[src/rtl/instr_fetch.sv]
// Instruction fetch stage: PC generation, fixed-latency imem requests,
// and a small {pc, instr} buffer handed to decode over valid/ready.
module instr_fetch #(
  parameter int CPU_WIDTH = 32,
  parameter int RAM_WIDTH = 31,
  parameter logic [CPU_WIDTH-1:0] RESET_PC = '0,
  parameter int FIFO_DEPTH = 4
) (
  input  logic                 clk,
  input  logic                 a_reset_n,
  output logic                 imem_req,
  output logic [RAM_WIDTH-1:0] imem_addr,
  input  logic [CPU_WIDTH-1:0] imem_rdata,
  input  logic                 redirect_valid,
  input  logic [CPU_WIDTH-1:0] redirect_pc,
  output logic                 out_valid,
  input  logic                 out_ready,
  output logic [CPU_WIDTH-1:0] out_instr,
  output logic [CPU_WIDTH-1:0] out_pc
);

  localparam int AW = $clog2(FIFO_DEPTH);
  localparam logic [AW:0] DEPTH = (AW+1)'(FIFO_DEPTH);

  logic [CPU_WIDTH-1:0] pc_q, pc_d;
  logic [CPU_WIDTH-1:0] ipc_q, ipc_d;
  logic                 inflight_q, inflight_d;
  logic [AW:0]          cnt_q, cnt_d;
  logic [AW-1:0]        rd_q, rd_d;
  logic [AW-1:0]        wr_q, wr_d;
  logic [CPU_WIDTH-1:0] fpc_q   [FIFO_DEPTH];
  logic [CPU_WIDTH-1:0] finstr_q [FIFO_DEPTH];

  logic        issue;
  logic        push;
  logic        pop;
  logic [AW:0] occ;

  // Occupancy counts the in-flight word so a returning response always fits.
  assign occ   = cnt_q + {{AW{1'b0}}, inflight_q};
  assign issue = a_reset_n && !redirect_valid && (occ < DEPTH);
  assign push  = inflight_q && !redirect_valid;
  assign pop   = out_valid && out_ready;

  assign imem_req  = issue;
  assign imem_addr = pc_q[RAM_WIDTH-1:0];
  assign out_valid = (cnt_q != '0) && !redirect_valid;
  assign out_instr = finstr_q[rd_q];
  assign out_pc    = fpc_q[rd_q];

  always_comb begin
    pc_d       = pc_q;
    ipc_d      = pc_q;
    inflight_d = issue;
    cnt_d      = cnt_q;
    rd_d       = rd_q;
    wr_d       = wr_q;
    if (redirect_valid) begin
      pc_d       = {redirect_pc[CPU_WIDTH-1:2], 2'b00};
      inflight_d = 1'b0;
      cnt_d      = '0;
      rd_d       = '0;
      wr_d       = '0;
    end else begin
      if (issue) pc_d = pc_q + CPU_WIDTH'(4);
      if (push)  wr_d = wr_q + 1'b1;
      if (pop)   rd_d = rd_q + 1'b1;
      cnt_d = cnt_q + {{AW{1'b0}}, push} - {{AW{1'b0}}, pop};
    end
  end

  always_ff @(posedge clk or negedge a_reset_n) begin
    if (!a_reset_n) begin
      pc_q       <= RESET_PC;
      ipc_q      <= '0;
      inflight_q <= 1'b0;
      cnt_q      <= '0;
      rd_q       <= '0;
      wr_q       <= '0;
    end else begin
      pc_q       <= pc_d;
      ipc_q      <= ipc_d;
      inflight_q <= inflight_d;
      cnt_q      <= cnt_d;
      rd_q       <= rd_d;
      wr_q       <= wr_d;
    end
  end

  always_ff @(posedge clk or negedge a_reset_n) begin
    if (!a_reset_n) begin
      for (int i = 0; i < FIFO_DEPTH; i++) begin
        fpc_q[i]    <= '0;
        finstr_q[i] <= '0;
      end
    end else if (push) begin
      fpc_q[wr_q]    <= ipc_q;
      finstr_q[wr_q] <= imem_rdata;
    end
  end

endmodule

[config.mk]
export PLATFORM = sky130hd
export DESIGN_NAME = instr_fetch
export DESIGN_NICKNAME = d
export VERILOG_FILES = /design/src/rtl/instr_fetch.sv
export SDC_FILE = /design/constraint.sdc
export NUM_CORES = 1
export LEC_CHECK = 0
export CELL_PAD_IN_SITES_DETAIL_PLACEMENT = 0
export CELL_PAD_IN_SITES_GLOBAL_PLACEMENT = 1
export CORE_ASPECT_RATIO = 0.6
export CORE_MARGIN = 2
export CORE_UTILIZATION = 40
export DETAILED_ROUTE_END_ITERATION = 6
export GPL_TIMING_DRIVEN = 0
export PLACE_DENSITY_LB_ADDON = 0.1
export SETUP_SLACK_MARGIN = 0.15
export SLEW_MARGIN = 20
export SYNTH_ARGS = -nofsm -noshare
export SYNTH_HDL_FRONTEND = slang
export SYNTH_SLANG_ARGS = --single-unit
[constraint.sdc]
create_clock -name clk -period 5.7 [get_ports clk]
set_input_delay 0.57 -clock clk [delete_from_list [all_inputs] [get_ports clk]]
set_output_delay 0.57 -clock clk [all_outputs]
set_load 0.05 [all_outputs]
==> results summary, run 1 <==
After floorplanning, the core was sized to cover 33,830 um2. Measured against its own limit, the worst slew margin works out to 0.4055. The die width came out at around 240 um.

The largest net degree at the start of global routing came out at 95. The first global-routing pass estimated ~52 mm of wire. The required time of the critical path is between 5 and 6 ns. The number of buffers inserted during clock tree synthesis came out at 31.

The netlist uses 32 different library cells. The number of hold violations in the final report came out at 0. After detailed routing, the total wire length is between 30 and 40 mm. Data arrives at the worst endpoint at between 3 and 4 ns. The maximum operating frequency came out at approximately 220 MHz. The total power is approximately 0.009 W. The max-slew violation count came out at 0. dfrtp_1 takes more of the synthesized area than any other cell. The worst setup path is captured at a primary output. During I/O placement, the number of pins put on the boundary was about 170. The min-delay analysis places its worst path in the category flip-flop to flip-flop. The number of buffers added to fix hold violations after cts came out at 1. The total overflow reported by the global router is 0.

The post-synthesis cell count is around 910. The ratio of cells with drive above 1 in the final layout is 0.3575. The final RePlAce weighted congestion came out at approximately 0.75.

The number of antenna diodes in the final layout is 0. The peak fanout along the critical path came out at between 90 and 100. TritonCTS built the clock tree. For the pin with the worst max-slew slack, the measured transition is just under 0.9 ns. The flow ran to the end, and the final reports show no timing, DRC or antenna violations. Leaving out fill and tap cells, the most frequent cells in the layout are 316 x dfrtp_1, 250 x mux2_2, 156 x clkdlybuf4s50_1.

The via count of the first global-routing pass came out at 8,711. The detail-routed net length per standard cell came out at between 20 and 25 um. The sum of net half-perimeters after detailed placement is 22.11 mm. The buffers inserted during post-CTS setup optimization is 0.

After clock tree synthesis, the clock-pin slew on the worst setup and hold paths is 0.07 ns. The largest individual stage delay along the critical path comes from the cell clkdlybuf4s50_1. After synthesis, the cell types taking the most area are dfrtp_1 57%, mux2_2 20%, mux4_2 10%. The number of instances on the worst hold path is 0. For the final routed database, the setup TNS stands at 0 ns. The area after detailed placement came out at 16,010 um2.

Traced cell by cell, the critical path runs through dlygate4sd3_1 > buf_8 > buf_16 > and2_1 > mux2i_1 > clkbuf_1 > nor2_1 > clkdlybuf4s50_1. The total power density per cell area is 516.9 nW/um2. The critical path class is input port to primary output. Averaged over all synthesized cells, the footprint is approximately 15 um2. The H-tree level count is 1. In this run the remaining antenna-violating nets after routing total 0. Setup repair after global routing left no endpoint under its margin. The initial antenna violation count is 0. The count of input and output buffers came out at ~160. The area share of the largest cell type after synthesis is 0.5743. The routed layout has slightly above 8,000 vias. The routed via count divided by cell count is slightly above 5. The number of endpoints failing setup at the final stage came out at 0. The area of the die is around 36,000 um2. Clock skew on the completed layout was measured at around 0.014 ns.

The clock tree buffer depth came out at 3. The post-route fraction of the period consumed by the critical path is 0.7964. The detailed router's first-iteration violation count is roughly 340. The synthesis-to-finish area growth is 23.55%. The count of state elements after synthesis came out at around 320.

The proportion of synthesized chip area in sequential cells came out at 0.5743. The row count is 52. The root buffer cell is clkbuf_16. In the global route stage, overall resource usage came out at 0.1863. For this design, the sink count on the clock tree is 316.

For this run, the detailed router's first-pass iteration total came to 4. The tool flagged a number of max-cap violations equal to 0. STA classifies the critical path startpoint as an input port. IR analysis of the VDD net gives a maximum drop of about 280 uV. The height of the die came out at 147.7 um. The post-cts resize count is 0. The net count of the finished layout is ~1,200. The critical path's largest stage delay is 0.74 ns. The yosys synthesis warning count came out at 0. After routing the design area is about 17,000 um2. The clock period minus final worst setup slack is about 4.5 ns. The starting density of the core is 0.4070.

The number of DRC violations after detailed routing came out at 0. The leakage dissipation is roughly 7.5 nW. The leading cell type in the layout, fill and taps excluded is dfrtp_1. The cell area after technology mapping is between 10,000 and 15,000 um2. The count of cells along the worst register-to-register path is 6. At the later pin of the worst-skew pair, clock insertion delay measures between 0.5 and 0.6 ns.
[final cells by class]
type                    instances  area [um2]
fillers                      2989       16820
flip-flops and latches        316        7908
multi-input cells             507        5391
repair buffers                161        1669
clock buffers                  51       960.9
well taps                     459       574.3
plain buffers                  85       451.7
inverters                       8       30.03
clock inverters                 5       27.53
[per-stage QoR]
| stage | cells | setup WS (ns) | hold WS, ns | util |
|---|---|---|---|---|
| after floorplan | 916 | 3.146 | 0.2744 | - |
| after global placement | 1532 | -10.28 | 0.4315 | 0.4707 |
| after detailed placement | 1535 | 1.793 | 0.4243 | 0.4733 |
| after CTS | 1592 | 1.194 | 0.4359 | 0.5028 |
| after global routing | 1592 | 0.9300 | 0.4474 | 0.5028 |
| final | 1592 | 1.161 | 0.4288 | 0.5028 |
[cell families (layout without fill, tap and decap cells)]
kind of cell,count (synthesis),after routing,synth area share
AO/OA/AOI/OAI,30,30,0.01100
XOR/XNOR,34,34,0.02163
adder cells (fa/ha/maj),8,8,0.007814
buffers and inverters,93,310,0.03498
flip-flops,316,316,0.5743
multiplexers,315,315,0.3080
other,1,4,0.0002723
AND/OR/NAND/NOR,116,116,0.04198
[cell usage after synthesis (all sizes together)]
master  instances
and4            4
nand2b          1
or4             2
buf            43
mux2i           3
nor2           12
nand4           5
xnor2          26
fa              1
a31oi           1
clkbuf         42
nor4           14
conb            1
dfrtp         316
mux4           62
nor3           10
xor2            8
nand3          10
o21ai          29
and2            1
nor2b           3
nand2          45
ha              7
mux2          250
nand3b          1
and3            6
inv             8
or3             2
[power breakdown]
group          internal, W  leakage [nW]  total [W]  switching, W
clock              0.00114         0.488    0.00200      0.000862
combinational      0.00158          2.95    0.00364       0.00206
sequential         0.00283          4.09    0.00315      0.000324
total              0.00555          7.53    0.00879       0.00325
[worst paths after layout]
path,startpoint,slack (ns),endpoint
min in group asynchronous,a_reset_n,0.52,fpc_q[87]$_DFFE_PN0P_
setup / recovery,a_reset_n,1.16,imem_req
hold / removal,ipc_d[31]$_DFFE_PN0N_,0.43,ipc_q[31]$_DFF_PN0_
max in group asynchronous,a_reset_n,3.88,finstr_q[8]$_DFFE_PN0P_
hold reg to reg,ipc_d[31]$_DFFE_PN0N_,0.43,ipc_q[31]$_DFF_PN0_
setup reg to reg,cnt_q[1]$_DFF_PN0_,3.16,ipc_d[14]$_DFFE_PN0N_
[per-layer routing]
layer  GRT usage  wire, um
met5           0         0
met4     0.03018       442
met3     0.02977      1175
met2      0.2664     13810
met1      0.3009     16740
[critical path: cells and delay by family]
| family | cells | cell delay, ns |
|---|---|---|
| and+or+nand+nor | 2 | 0.40 |
| buffers and inverters | 5 | 2.37 |
| muxes | 1 | 0.53 |
[flip-flops by register name, summed over array words and instances (netlist names)]
signal	flops
rd_q	2
fpc_q	120
wr_q	2
finstr_q	128
cnt_q	3
inflight_q	1
ipc_q	30
ipc_d	30
Note: power is estimated with default switching activity, not from simulation.
==> run 2: changes to the inputs <==
Clock period 5.7 ns to 4.3 ns, I/O delays scaled along.
==> results summary, run 2 (synthesized netlist as in run 1, its figures left out) <==
The run finished with clean final reports. The layout has roughly 3,000 filler cells. The detailed-route wire length on metal 1 is around 17 mm.

Leaving out fill and tap cells, the most frequent cell in the layout is dfrtp_1. The maximum operating frequency is between 200 and 300 MHz. The highest metal layer with signal wires is met4. The clock tree buffer depth is 3.

For this run, the share of the core covered by cells in the final layout is 0.5037. The worst hold path belongs to the class input port to flip-flop. The number of DRC violations after detailed routing is 0. The area of combinational cells with multiple inputs is roughly 5400 um2. In the detailed route, the total length drawn on met3 is between 1 and 1.5 mm. Clock skew on the completed layout was measured at approximately 0.017 ns.

The arrival time reported for the critical path endpoint is approximately 3.5 ns. The synthesis-to-finish area growth came out at 23.76%. STA classifies the critical path startpoint as an input port. The H-tree level count is 1. The starting density of the core came out at 0.4070.

The detailed router's first-iteration violation count is 357. The total area inside the core boundary comes to between 30,000 and 40,000 um2. The number of clock sinks seen by CTS is around 320.

The total number of nets in the final design came out at approximately 1,200. Across the whole layout, storage elements account for ~7900 um2. The first-pass GRT wire length is ~52 mm. The row count is 52. The root buffer cell is clkbuf_16. The count of input and output buffers is about 160. The routed via count divided by cell count came out at 5.051. The number of antenna diodes is 0.

In the layout the commonest cells are 316 x dfrtp_1, 250 x mux2_2, 156 x clkdlybuf4s50_1. The number of placed instances with taps included is around 1,500. The overall global routing resource usage is 0.1865. The total power is about 0.012 W. During I/O placement, the number of pins put on the boundary was between 150 and 200. The largest net degree at the start of global routing came out at between 90 and 100. The ratio of cells with drive above 1 in the final layout came out at 0.3589. The number of endpoints failing setup at the final stage is 0. The worst-case IR drop observed on VDD is approximately 370 uV. The critical path in this run is classified as input port to primary output.

The total overflow reported by the global router came out at 0. Once detail routing completed, the nets flagged for antenna violations numbered 0. The number of hold violations in the final report came to 0.

After detailed routing, the average wire length per cell comes to a little over 20 um. TritonCTS built the clock tree. The count of cells along the worst register-to-register path is 6. The die covers 35,970 um2. The clock period minus final worst setup slack is 3.909 ns. The worst setup path is captured at a primary output. The buffers inserted during post-CTS setup optimization is 0.

Along the worst path, the maximum fanout reaches between 90 and 100. The clock reaches the later pin of the worst-skew pair after between 0.5 and 0.6 ns. The number of detailed-route iterations in the first pass came out at 4. In the finished design, the share of the clock period the worst path needs comes to 0.9091.

The required time of the critical path came out at 3.87 ns. The final layout contains routed wiring with a total length of 32.16 mm. The number of max-capacitance violations reported came out at 0.

The largest registers in the layout are finstr_q: 128 flops, fpc_q: 120 flops. The number of buffers inserted during clock tree synthesis is 31. The clock input transition at the sequential cells of the worst setup and hold paths is 0.07 ns.

The via count of the first global-routing pass came to ~8,700. The total power density per cell area came out at slightly below 700 nW/um2. The height of the die is about 150 um.

Wire segments on met2 add up to around 14 mm in the final route. Routability-driven placement finished with a final weighted congestion of approximately 0.75. The number of standard cells in the final layout excluding fillers is between 1,500 and 2,000.

In this run the horizontal extent of the chip is 243.5 um. The tightest slew margin relative to the limit came out at 0.4070. The initial antenna violation count came out at 0. At the pin with the least slew margin, the transition time is around 0.89 ns.

The max-slew violation count was 0. Ranked by flip-flop count, first place goes to finstr_q. The sum of net half-perimeters after detailed placement is 22.11 mm. The number of instances on the worst hold path came out at 3.

The final hold slack is approximately 0.43 ns. The count of vias placed by the detailed router came out at roughly 8,000. The register with the most flip-flops in the layout has around 130 of them. Setup repair after global routing left no endpoint under its margin.

For this design the static power due to leakage is 7.543 nW.
## run 2: cell types whose count changed in the layout (fill, tap and decap cells not counted), sizes merged
cell	delta
buf	+1
## run 2: final timing paths
kind	start	end	slack [ns]
setup / recovery	a_reset_n	imem_req	0.39
hold / removal	redirect_pc[17]	ipc_d[17]$_DFFE_PN0N_	0.43
setup reg to reg	cnt_q[1]$_DFF_PN0_	ipc_d[14]$_DFFE_PN0N_	1.76
hold reg to reg	ipc_d[31]$_DFFE_PN0N_	ipc_q[31]$_DFF_PN0_	0.43
max in group asynchronous	a_reset_n	finstr_q[6]$_DFFE_PN0P_	2.91
min in group asynchronous	a_reset_n	fpc_q[87]$_DFFE_PN0P_	0.45
## run 2: power by group
group | switching, W | total, W | internal, W
Sequential | 0.000429 | 0.00418 | 0.00375
Clock | 0.00115 | 0.00266 | 0.00151
Combinational | 0.00273 | 0.00482 | 0.00210
Total | 0.00430 | 0.0117 | 0.00736
## run 2: critical path: stages
cell and delay (ns):
dlygate4sd3_1 0.56, buf_8 0.15, buf_16 0.23, and2_1 0.26, mux2i_1 0.52, clkbuf_2 0.39, nor2_1 0.11, clkdlybuf4s50_1 0.73
## run 2: what timing repair did
item                       in CTS  in global routing
gates resized for setup         0                  2
hold endpoints to repair       55                  0
setup endpoints to repair       0                  1
hold buffers                    2                  0
## run 2: final cells by class
class	count	area share
Clock inverter	5	0.001615
Multi-Input combinational cell	507	0.3164
Inverter	8	0.001762
Buffer	85	0.02658
Tap cell	459	0.03370
Sequential cell	316	0.4640
Clock buffer	51	0.05639
Timing Repair Buffer	162	0.09956
## run 2: per-stage QoR
| step | area (um2) | TNS (ns) | setup WS, ns |
|---|---|---|---|
| after global placement | 15930 | -3948.73 | -11.54 |
| after CTS | 17040 | 0 | 0.2806 |
| after global routing | 17040 | 0 | 0.2693 |
| final | 17040 | 0 | 0.3908 |
| after detailed placement | 16010 | 0 | 0.6734 |
| after floorplan | 13780 | 0 | 1.886 |
## run 2: metal layers
metal  vias to the layer above  GRT usage
li1                       3668          -
met1                      4218     0.3010
met2                       130     0.2671
met3                        31    0.02977
met4                         0    0.03018
met5                         -          0
